[config.mk]
export PLATFORM = sky130hd
export DESIGN_NAME = alu_arbiter
export DESIGN_NICKNAME = d
export VERILOG_FILES = /design/src/rtl/alu_arb_pkg.sv /design/src/rtl/alu_rr_arb2.sv /design/src/rtl/alu_arbiter.sv
export SDC_FILE = /design/constraint.sdc
export NUM_CORES = 1
export LEC_CHECK = 0
export ABC_AREA = 1
export CAP_MARGIN = 20
export CORE_ASPECT_RATIO = 0.6
export CORE_MARGIN = 3
export CORE_UTILIZATION = 45
export DETAILED_ROUTE_END_ITERATION = 6
export PLACE_DENSITY = 0.9
export SYNTH_ARGS = -nofsm -noshare
export SYNTH_HDL_FRONTEND = slang
export SYNTH_SLANG_ARGS = --single-unit
export TNS_END_PERCENT = 50
[constraint.sdc]
create_clock -name clk -period 1.8 [get_ports clk]
set_input_delay 0.36 -clock clk [delete_from_list [all_inputs] [get_ports clk]]
set_output_delay 0.36 -clock clk [all_outputs]
set_load 0.1 [all_outputs]
[src/rtl/alu_arb_pkg.sv]
// Shared definitions for the two-requester ALU arbiter: widths, FSM state
// encodings and the ALU opcode map.
package alu_arb_pkg;

    localparam int unsigned DATA_W_DEF = 4;
    localparam int unsigned OP_W_DEF   = 4;

    // FSM state encodings
    typedef logic [1:0] state_t;
    localparam state_t ST_IDLE = 2'd0;
    localparam state_t ST_EXEC = 2'd1;
    localparam state_t ST_CAPT = 2'd2;

    // ALU opcode map; the arbiter forwards every opcode unmodified
    localparam logic [3:0] OP_NOP  = 4'h0;
    localparam logic [3:0] OP_AND  = 4'h1;
    localparam logic [3:0] OP_OR   = 4'h2;
    localparam logic [3:0] OP_NAND = 4'h3;
    localparam logic [3:0] OP_NOR  = 4'h4;
    localparam logic [3:0] OP_NOT  = 4'h5;
    localparam logic [3:0] OP_XNOR = 4'h6;
    localparam logic [3:0] OP_XOR  = 4'h7;
    localparam logic [3:0] OP_SHL  = 4'h8;
    localparam logic [3:0] OP_SHR  = 4'h9;
    localparam logic [3:0] OP_ADD  = 4'hA;
    localparam logic [3:0] OP_SUB  = 4'hB;
    localparam logic [3:0] OP_INC  = 4'hC;
    localparam logic [3:0] OP_DEC  = 4'hD;
    localparam logic [3:0] OP_ROL  = 4'hE;
    localparam logic [3:0] OP_ROR  = 4'hF;

endpackage

[src/rtl/alu_rr_arb2.sv]
// Two-way request arbiter. Default build is round-robin with a last-grant
// register (reset to requester 1 so requester 0 wins the first tie).
// Defining ALU_ARB_FIXED_PRIO_EN selects fixed priority to requester 0.
module alu_rr_arb2 (
    input  logic       clk,
    input  logic       rst,
    input  logic [1:0] req,
    input  logic       update,
    output logic [1:0] gnt
);

`ifdef ALU_ARB_FIXED_PRIO_EN
    // No state is kept in fixed-priority mode
    logic unused_ok;
    assign unused_ok = ^{clk, rst, update};

    // Requester 0 always wins a tie
    always_comb begin
        gnt    = 2'b00;
        gnt[0] = req[0];
        gnt[1] = req[1] & ~req[0];
    end
`else
    logic last_q; // 1: requester 1 was granted last

    // Remember who won the most recent accepted transfer
    always_ff @(posedge clk) begin
        if (rst) begin
            last_q <= 1'b1;
        end else if (update) begin
            last_q <= gnt[1];
        end
    end

    // On a tie, favour the requester that was not granted last
    always_comb begin
        gnt = req;
        if (req == 2'b11) begin
            gnt = last_q ? 2'b01 : 2'b10;
        end
    end
`endif

endmodule

[src/rtl/alu_arbiter.sv]
// Shares one registered ALU between two requesters. Each operation walks
// IDLE -> EXEC -> CAPT -> IDLE, giving one operation per three cycles.
// Tie-break policy is set by ALU_ARB_FIXED_PRIO_EN (see alu_rr_arb2).
module alu_arbiter
    import alu_arb_pkg::*;
#(
    parameter int unsigned DATA_W = DATA_W_DEF,
    parameter int unsigned OP_W   = OP_W_DEF
) (
    input  logic              clk,
    input  logic              rst,
    input  logic              req0_valid,
    input  logic [OP_W-1:0]   req0_op,
    input  logic [DATA_W-1:0] req0_a,
    input  logic [DATA_W-1:0] req0_b,
    output logic              req0_ready,
    input  logic              req1_valid,
    input  logic [OP_W-1:0]   req1_op,
    input  logic [DATA_W-1:0] req1_a,
    input  logic [DATA_W-1:0] req1_b,
    output logic              req1_ready,
    output logic              rsp0_valid,
    output logic [DATA_W-1:0] rsp0_result,
    output logic              rsp0_ovf,
    output logic              rsp0_udf,
    output logic              rsp1_valid,
    output logic [DATA_W-1:0] rsp1_result,
    output logic              rsp1_ovf,
    output logic              rsp1_udf,
    output logic [OP_W-1:0]   alu_op,
    output logic [DATA_W-1:0] alu_in1,
    output logic [DATA_W-1:0] alu_in2,
    input  logic [DATA_W-1:0] alu_result,
    input  logic              alu_ovf,
    input  logic              alu_udf,
    output logic              busy,
    output logic [7:0]        ops_done
);

    state_t     state_q, state_d;
    logic       owner_q; // requester that owns the in-flight operation
    logic [1:0] gnt;
    logic       idle;
    logic       accept;

    alu_rr_arb2 u_arb (
        .clk    (clk),
        .rst    (rst),
        .req    ({req1_valid, req0_valid}),
        .update (accept),
        .gnt    (gnt)
    );

    assign idle       = (state_q == ST_IDLE);
    assign req0_ready = idle & ~rst & gnt[0];
    assign req1_ready = idle & ~rst & gnt[1];
    assign accept     = req0_ready | req1_ready;
    assign busy       = ~idle;

    // Next-state: accept leaves IDLE, then two fixed steps back to IDLE
    always_comb begin
        state_d = ST_IDLE;
        case (state_q)
            ST_IDLE: state_d = accept ? ST_EXEC : ST_IDLE;
            ST_EXEC: state_d = ST_CAPT;
            ST_CAPT: state_d = ST_IDLE;
            default: state_d = ST_IDLE;
        endcase
    end

    // State register
    always_ff @(posedge clk) begin
        if (rst) begin
            state_q <= ST_IDLE;
        end else begin
            state_q <= state_d;
        end
    end

    // ALU issue: opcode is live only for the EXEC cycle, NOP otherwise
    always_ff @(posedge clk) begin
        if (rst) begin
            alu_op  <= '0;
            alu_in1 <= '0;
            alu_in2 <= '0;
            owner_q <= 1'b0;
        end else if (accept) begin
            alu_op  <= gnt[1] ? req1_op : req0_op;
            alu_in1 <= gnt[1] ? req1_a  : req0_a;
            alu_in2 <= gnt[1] ? req1_b  : req0_b;
            owner_q <= gnt[1];
        end else begin
            alu_op  <= '0;
        end
    end

    // Capture ALU result into the owner's response slot on leaving CAPT
    always_ff @(posedge clk) begin
        if (rst) begin
            rsp0_valid  <= 1'b0;
            rsp0_result <= '0;
            rsp0_ovf    <= 1'b0;
            rsp0_udf    <= 1'b0;
            rsp1_valid  <= 1'b0;
            rsp1_result <= '0;
            rsp1_ovf    <= 1'b0;
            rsp1_udf    <= 1'b0;
            ops_done    <= 8'd0;
        end else begin
            rsp0_valid <= 1'b0;
            rsp1_valid <= 1'b0;
            if (state_q == ST_CAPT) begin
                ops_done <= ops_done + 8'd1;
                if (owner_q) begin
                    rsp1_valid  <= 1'b1;
                    rsp1_result <= alu_result;
                    rsp1_ovf    <= alu_ovf;
                    rsp1_udf    <= alu_udf;
                end else begin
                    rsp0_valid  <= 1'b1;
                    rsp0_result <= alu_result;
                    rsp0_ovf    <= alu_ovf;
                    rsp0_udf    <= alu_udf;
                end
            end
        end
    end

endmodule
==> metrics.log, run 1 <==
INFO  metric run_status = finished clean
INFO  metric syn-instance-count = 231
INFO  metric antenna_found_initial = 0
INFO  metric synth_flop_cell = sky130_fd_sc_hd__dfxtp_1
INFO  metric finalWorstPathRequiredPeriod = 1.78 ns
INFO  metric finalPower = 2620 µW
INFO  metric groute.usage.overall = 0.248
INFO  metric fin_crit_sh = 0.990
INFO  metric design.portCount = 71
INFO  metric grt_pass1_vias = 1,748
INFO  metric netlist.top_cell.by_area = sky130_fd_sc_hd__dfxtp_1
INFO  metric slew_headroom = 0.681
INFO  metric first_pass_grt_wire_length = 8.53 mm
INFO  metric fin_nets = 345
INFO  metric syn-cell-area = 1660 µm²
INFO  metric area_added_between_synthesis_and_finish = 79.8%
INFO  metric final_cell_mix = sky130_fd_sc_hd__nand2_1, sky130_fd_sc_hd__buf_12, sky130_fd_sc_hd__dfxtp_1
INFO  metric postSynthNetCount = 266
INFO  metric rows = 16
INFO  metric initial_utilization = 0.489
INFO  metric rsz_0062_raised_after_global_routing = false
INFO  metric filler_cell_count = 171
INFO  metric h-tree-depth = 2
INFO  metric routed_via_density = 4.97
INFO  metric die_h = 53.1 µm
INFO  metric final_common_cell = sky130_fd_sc_hd__nand2_1
INFO  metric placedInstanceArea = 2840 µm²
INFO  metric n_antenna_cell = 0
INFO  metric busiest_layer = met2
INFO  metric wl = 5.28 mm
INFO  metric cts_inserted_buffers = 5
INFO  metric use_met1 = 0.288
INFO  metric cts_tree = built
INFO  metric timing.critical_path.cells = clkdlybuf4s50_1, nor2_4, nand2_2, clkinvlp_4, buf_12
INFO  metric max-cap-violations = 0
INFO  metric startpoint_type = input pin
INFO  metric netlist.area_leader.share = 0.457
INFO  metric core_area = 3400 µm²
INFO  metric clk_root_buffer_cell = sky130_fd_sc_hd__clkbuf_8
INFO  metric avgSynthCellArea = 7.20 µm²
INFO  metric worst_max_slew_pin_slew = 0.478 ns
INFO  metric dp.cells = 347
INFO  metric clock-sinks = 38
INFO  metric grt_util_met3 = 0.0902
INFO  metric synth_seq_area_share = 0.457
INFO  metric fin_cells = 356
INFO  metric critical-path-top-delay-family = buffers and inverters
INFO  metric design_area_final = 2990 µm²
INFO  metric post_synth_num_cell_types = 25
INFO  metric clk_pin_slew_worst_paths = 0.08 ns
INFO  metric timing.critical_path.buf_inv = 3
INFO  metric remaining_drc_errors = 0
INFO  metric timing.setup.tns = 0 ns
INFO  metric timing_worst_setup_path_type = in -> out
INFO  metric power.leakage = 0.00131 µW
INFO  metric finalClockSkew = 0.0101 ns
INFO  metric finalSetupViolations = 0
INFO  metric synth.area.top_cells = sky130_fd_sc_hd__dfxtp_1, sky130_fd_sc_hd__nand2_1, sky130_fd_sc_hd__a21oi_1
INFO  metric cts.path.max_buffers = 2
INFO  metric synthArstFlopShare = 0
INFO  metric reg_to_reg_slack_setup = 0.38 ns
INFO  metric drt-initial-drc-count = 88
INFO  metric dp_hpwl = 3.80 mm
INFO  metric cp.required = 1.44 ns
INFO  metric synth_enable_flop_cells = 0
INFO  metric worstPathMaxFanout = 3
INFO  metric yosys_warnings = 0
INFO  metric routed-via-count = 1,770
INFO  metric die-width = 84.5 µm
INFO  metric drt_first_pass_iters = 4
INFO  metric timing.hold.ws = 0.486 ns
INFO  metric synthesis_stage_register_bit_count = 38
INFO  metric gp_congestion = 0.795
INFO  metric hold_path_class = reg -> reg
INFO  metric fraction_of_layout_instances_using_a_drive_strength_above_1 = 0.244
INFO  metric largest_net_degree_at_the_start_of_global_routing = 17
INFO  metric detail_route.wl_per_cell = 14.8 µm
INFO  metric critPathSlowestCell = sky130_fd_sc_hd__clkdlybuf4s50_1
INFO  metric arrival = 1.42 ns
INFO  metric floorplan.die_area = 4480 µm²
INFO  metric drtAntennaViolNets = 0
INFO  metric setup.worst_path.end_class = primary output
INFO  metric buffer_ports.inserted = 70
INFO  metric grt.overflow.total = 0
INFO  metric hold_vio_cnt_final = 0
INFO  metric insertion_delay = 0.30 ns
INFO  metric max_clock_freq = 0.561 GHz
INFO  metric grt.met2_usage = 0.425
INFO  metric max_slew_violation_count = 0
INFO  metric worst_path_largest_cell_delay = 0.47 ns
INFO  metric power_density = 877 nW/µm²
INFO  metric max-vdd-ir-drop = 0.519 mV
## cell type report
type | count | area, µm² | share of cell area
Multi-Input combinational cell | 153 | 729 | 0.244
Sequential cell | 38 | 761 | 0.254
Timing Repair Buffer | 82 | 1180 | 0.396
Clock buffer | 5 | 68.8 | 0.0230
Clock inverter | 3 | 68.8 | 0.0230
Tap cell | 45 | 56.3 | 0.0188
Inverter | 30 | 123 | 0.0410
## where the power goes
| part | internal (µW) | switching, µW | total, µW |
|---|---|---|---|
| logic | 315 | 501 | 815 |
| registers | 886 | 50.1 | 936 |
| clock network | 555 | 317 | 872 |
| total | 1760 | 868 | 2620 |
## layer usage
metal  vias up  wire (µm)
li1        869          -
met1       811       2180
met2        75       2510
met3        15        497
met4         0        105
met5         -          0
## flip-flops by register name, summed over array words and instances (netlist names)
register / count
alu_in1: 4
owner_q: 1
rsp1_result: 4
rsp1_ovf: 1
u_arb.last_q: 1
rsp1_valid: 1
alu_in2: 4
alu_op: 4
rsp0_valid: 1
ops_done: 8
rsp1_udf: 1
rsp0_result: 4
state_q: 2
rsp0_udf: 1
rsp0_ovf: 1
## Yosys cell counts (all sizes together) (3+ instances only)
| library cell | number |
|---|---|
| nand3 | 18 |
| inv | 30 |
| o21ai | 9 |
| clkbuf | 3 |
| buf | 7 |
| nand2 | 67 |
| dfxtp | 38 |
| nor2 | 32 |
| a21oi | 21 |
## final timing paths
check | start | endpoint | cells past startpoint
setup / recovery | rst | req1_ready | 5
hold / removal | rsp0_result[1] | rsp0_result[1] | 2
setup reg to reg | owner_q | rsp0_result[3] | 3
hold reg to reg | rsp0_result[1] | rsp0_result[1] | 2
## tightest hold or removal path: stages (launching register included)
cell and delay, ns:
sky130_fd_sc_hd__dfxtp_1 0.34, sky130_fd_sc_hd__inv_1 0.06, sky130_fd_sc_hd__a21oi_1 0.05
## what timing repair did
item	in CTS	in global routing
setup endpoints to repair	2	1
gates cloned	0	0
buffers inserted	0	1
pin swaps	1	1
gates resized for setup	3	0
hold buffers	0	0
## per-stage QoR
stage               setup WS, ns   util
floorplan                -0.0541      -
global placement         0.00194  0.835
detailed placement       -0.0322  0.835
CTS                       0.0140  0.876
global route              0.0131  0.879
finish                    0.0187  0.879
## kinds of logic after synthesis
logic type               synth area share
adder cells (fa/ha/maj)           0.00752
AO/OA/AOI/OAI                       0.113
buffers and inverters               0.110
flip-flops                          0.457
AND/OR/NAND/NOR                     0.312
Power figures use the tool's default switching activity.
==> run 2, diff against run 1 <==
GPL_ROUTABILITY_DRIVEN = 0   (was not set)
==> results of run 2 <==
Same layout as run 1: the final DEF is identical, and so are final timing and power.
==> run 3, diff against run 2 <==
ABC_AREA = not set   (was 1)
CORE_UTILIZATION = 37   (was 45)
PLACE_DENSITY = 0.81   (was 0.9)
clock period = 1.49 ns   (was 1.8 ns; I/O delays follow)
==> metrics.log, run 3 <==
INFO  metric run_status = finished with violations
INFO  metric violations_in_the_final_reports = setup timing
INFO  metric max_slew_violation_count = 0 (unchanged)
INFO  metric syn-cell-area = 1570 µm² (-5.4%)
INFO  metric final_critical_path_setup_slack = -0.0780 ns (-0.0968 ns)
INFO  metric final_common_cell = sky130_fd_sc_hd__buf_12
INFO  metric design.portCount = 71 (unchanged)
INFO  metric timing.critical_path.buf_inv = 1 (-2)
INFO  metric yosys_warnings = 0 (unchanged)
INFO  metric post_cts_hold_buffer_count = 0 (unchanged)
INFO  metric cp.required = 1.19 ns (-0.25 ns)
INFO  metric dp_hpwl = 3.79 mm (-0.15%)
INFO  metric postSynthNetCount = 212 (-20%)
INFO  metric avgSynthCellArea = 8.89 µm² (+23%)
INFO  metric setup.worst_path.end_class = primary output
INFO  metric final_cell_mix = sky130_fd_sc_hd__buf_12, sky130_fd_sc_hd__nand2_1, sky130_fd_sc_hd__clkdlybuf4s50_1
INFO  metric register_area = 786 µm² (+3.3%)
INFO  metric synthTopCellsByCount = sky130_fd_sc_hd__dfxtp_1, sky130_fd_sc_hd__nand2_1, sky130_fd_sc_hd__a21oi_1
INFO  metric drtAntennaViolNets = 0 (unchanged)
INFO  metric fraction_of_layout_instances_using_a_drive_strength_above_1 = 0.330 (+0.0851)
INFO  metric clk_pin_slew_worst_paths = 0.08 ns (about the same)
INFO  metric antenna_found_initial = 0 (unchanged)
INFO  metric critical-path-top-delay-family = flip-flops
INFO  metric area_added_between_synthesis_and_finish = 87.9%
INFO  metric detail_route.wl_per_cell = 16.1 µm (+8.4%)
INFO  metric cts_tree = built
INFO  metric synthesis_stage_register_bit_count = 38 (unchanged)
INFO  metric insertion_delay = 0.29 ns (about the same)
INFO  metric rsz_0062_raised_after_global_routing = true
INFO  metric max-cap-violations = 0 (unchanged)
INFO  metric timing.critical_path.cells = a21bo_4, nor3_4, buf_12
INFO  metric post_synth_num_cell_types = 41 (+64%)
INFO  metric multi_input_area = 763 µm² (+4.6%)
INFO  metric first_pass_grt_wire_length = 8.33 mm (-2.3%)
INFO  metric regMostFlops = ops_done
INFO  metric hold_path_class = reg -> reg
INFO  metric largest_register_ff_count = 8 (unchanged)
INFO  metric clk_root_buffer_cell = sky130_fd_sc_hd__clkbuf_8
INFO  metric design_area_final = 2960 µm² (-1.2%)
INFO  metric worst_path_largest_cell_delay = 0.35 ns (-0.12 ns)
INFO  metric critPathSlowestCell = sky130_fd_sc_hd__dfxtp_2
INFO  metric cts_inserted_buffers = 5 (unchanged)
INFO  metric groute.usage.overall = 0.205 (-0.0432)
INFO  metric initial_utilization = 0.406 (-0.0823)
INFO  metric fin_crit_sh = 1.05
INFO  metric n_antenna_cell = 0 (unchanged)
INFO  metric startpoint_type = flip-flop
INFO  metric cts.path.max_buffers = 2 (unchanged)
INFO  metric synthArstFlopShare = 0 (unchanged)
INFO  metric synth.area.top_cells = sky130_fd_sc_hd__dfxtp_1, sky130_fd_sc_hd__nand2_1, sky130_fd_sc_hd__a21oi_1
INFO  metric largest_net_degree_at_the_start_of_global_routing = 17 (unchanged)
INFO  metric routed-via-count = 1,665 (-5.9%)
INFO  metric synth_enable_flop_cells = 0 (unchanged)
INFO  metric grt.overflow.total = 0 (unchanged)
INFO  metric wl = 5.12 mm (-3.2%)
INFO  metric core_area = 3870 µm² (+14%)
INFO  metric floorplan.die_area = 5090 µm² (+14%)
INFO  metric timing.setup.tns = -0.148 ns (-0.148 ns)
INFO  metric yosysMostFrequentCell = sky130_fd_sc_hd__dfxtp_1
INFO  metric arrival = 1.27 ns (-0.15 ns)
INFO  metric die_h = 56.5 µm (+6.4%)
INFO  metric power_density = 944 nW/µm² (+7.6%)
INFO  metric hold_vio_cnt_final = 0 (unchanged)
INFO  metric netlist.area_leader.share = 0.484 (+0.0262)
INFO  metric h-tree-depth = 2 (unchanged)
INFO  metric netlist.top_cell.by_area = sky130_fd_sc_hd__dfxtp_1
INFO  metric max-vdd-ir-drop = 0.568 mV (+9.5%)
INFO  metric fin_nets = 295 (-14%)
INFO  metric filler_cell_count = 255 (+49%)
INFO  metric slew_headroom = 0.816 (+0.135)
INFO  metric finalSetupViolations = 2 (+2)
INFO  metric remaining_drc_errors = 0 (unchanged)
INFO  metric max_clock_freq = 0.638 GHz
INFO  metric buffer_ports.inserted = 70 (unchanged)
INFO  metric syn-instance-count = 177 (-23%)
INFO  metric worstPathMaxFanout = 4 (+1)
INFO  metric drt-initial-drc-count = 93 (+5.7%)
INFO  metric power.leakage = 0.00116 µW (-11%)
INFO  metric clock-sinks = 38 (unchanged)
INFO  metric synth_flop_cell = sky130_fd_sc_hd__dfxtp_1
INFO  metric drt_first_pass_iters = 4 (unchanged)
INFO  metric finalClockSkew = 0.00673 ns (-0.00333 ns)
INFO  metric worst_max_slew_pin_slew = 0.275 ns (-0.203 ns)
INFO  metric synth_seq_area_share = 0.484 (+0.0262)
INFO  metric grt_pass1_vias = 1,701 (-2.7%)
INFO  metric routed_via_density = 5.24 (+5.3%)
INFO  metric finalWorstPathRequiredPeriod = 1.57 ns
INFO  metric die-width = 90.2 µm (+6.7%)
INFO  metric placedInstanceArea = 2780 µm² (-2.3%)
INFO  metric timing_worst_setup_path_type = reg -> out
INFO  metric rows = 17 (+1)
[run 3: cell types whose count changed after synthesis, moves of 3 or more]
cell                       previous run  this run
sky130_fd_sc_hd__nand2_2              4         1
sky130_fd_sc_hd__nand3_1             18         7
sky130_fd_sc_hd__nor2_2               6         0
sky130_fd_sc_hd__o21ai_1              3         0
sky130_fd_sc_hd__nand2_1             62        32
sky130_fd_sc_hd__o21ai_0              5         2
sky130_fd_sc_hd__a311oi_1             0         8
sky130_fd_sc_hd__inv_1               27         3
sky130_fd_sc_hd__mux2i_1              0         7
sky130_fd_sc_hd__nor2_1              25        13
[run 3: where the power goes]
| group | total [µW] | internal [µW] | switching, µW |
|---|---|---|---|
| Clock | 811 | 432 | 379 |
| Combinational | 861 | 353 | 508 |
| Sequential | 1120 | 1060 | 58.6 |
| Total | 2790 | 1840 | 945 |
[run 3: tightest hold or removal path: stages, from the launching register on]
cell and delay, ns:
sky130_fd_sc_hd__dfxtp_1 0.34, sky130_fd_sc_hd__nand2_1 0.06, sky130_fd_sc_hd__a21oi_1 0.05
[run 3: metrics by stage]
stage / utilization / worst slack [ns] / hold WS [ns] / power [µW] / std cells
after floorplan: - / -0.701 / 0.434 / 1600 / 177
after global placement: 0.717 / -0.251 / 0.483 / 1950 / 305
after detailed placement: 0.717 / -0.294 / 0.488 / 1960 / 305
after CTS: 0.759 / -0.109 / 0.498 / 2780 / 317
after global routing: 0.763 / -0.121 / 0.518 / 2880 / 318
final: 0.763 / -0.0780 / 0.499 / 2790 / 318
[run 3: layout make-up]
| type | instances | area share |
|---|---|---|
| Clock inverter | 1 | 0.00254 |
| Tap cell | 57 | 0.0241 |
| Sequential cell | 38 | 0.266 |
| Inverter | 4 | 0.00677 |
| Clock buffer | 7 | 0.0330 |
| Timing Repair Buffer | 88 | 0.409 |
| Multi-Input combinational cell | 123 | 0.258 |
[run 3: path summary, 6_finish.rpt]
path,startpoint,endpoint,slack (ns),cells past startpoint
max,u_arb.last_q,req1_ready,-0.08,3
min,rsp1_result[3],rsp1_result[3],0.50,2
max reg2reg,state_q[1],alu_op[3],0.05,7
min reg2reg,rsp1_result[3],rsp1_result[3],0.50,2
[run 3: what timing repair did]
item | CTS | global route
pin swaps | 4 | 3
endpoints found under the setup margin | 11 | 4
resized for setup | 14 | 3
buffers inserted | 4 | 1
[run 3: cell families after synthesis]
logic type	count (synthesis)	share of synthesized area
simple gates	74	0.244
mux	8	0.0517
fa+ha+maj	1	0.00795
compound gates	38	0.151
buf+inv	16	0.0501
xor+xnor	2	0.0111
flops	38	0.484
[run 3: per-layer routing]
layer	GRT usage	wire (µm)	up-vias
met4	0.0719	91	0
met2	0.347	2480	82
met3	0.0696	409	12
met5	0	0	-
met1	0.245	2130	787
li1	-	-	784
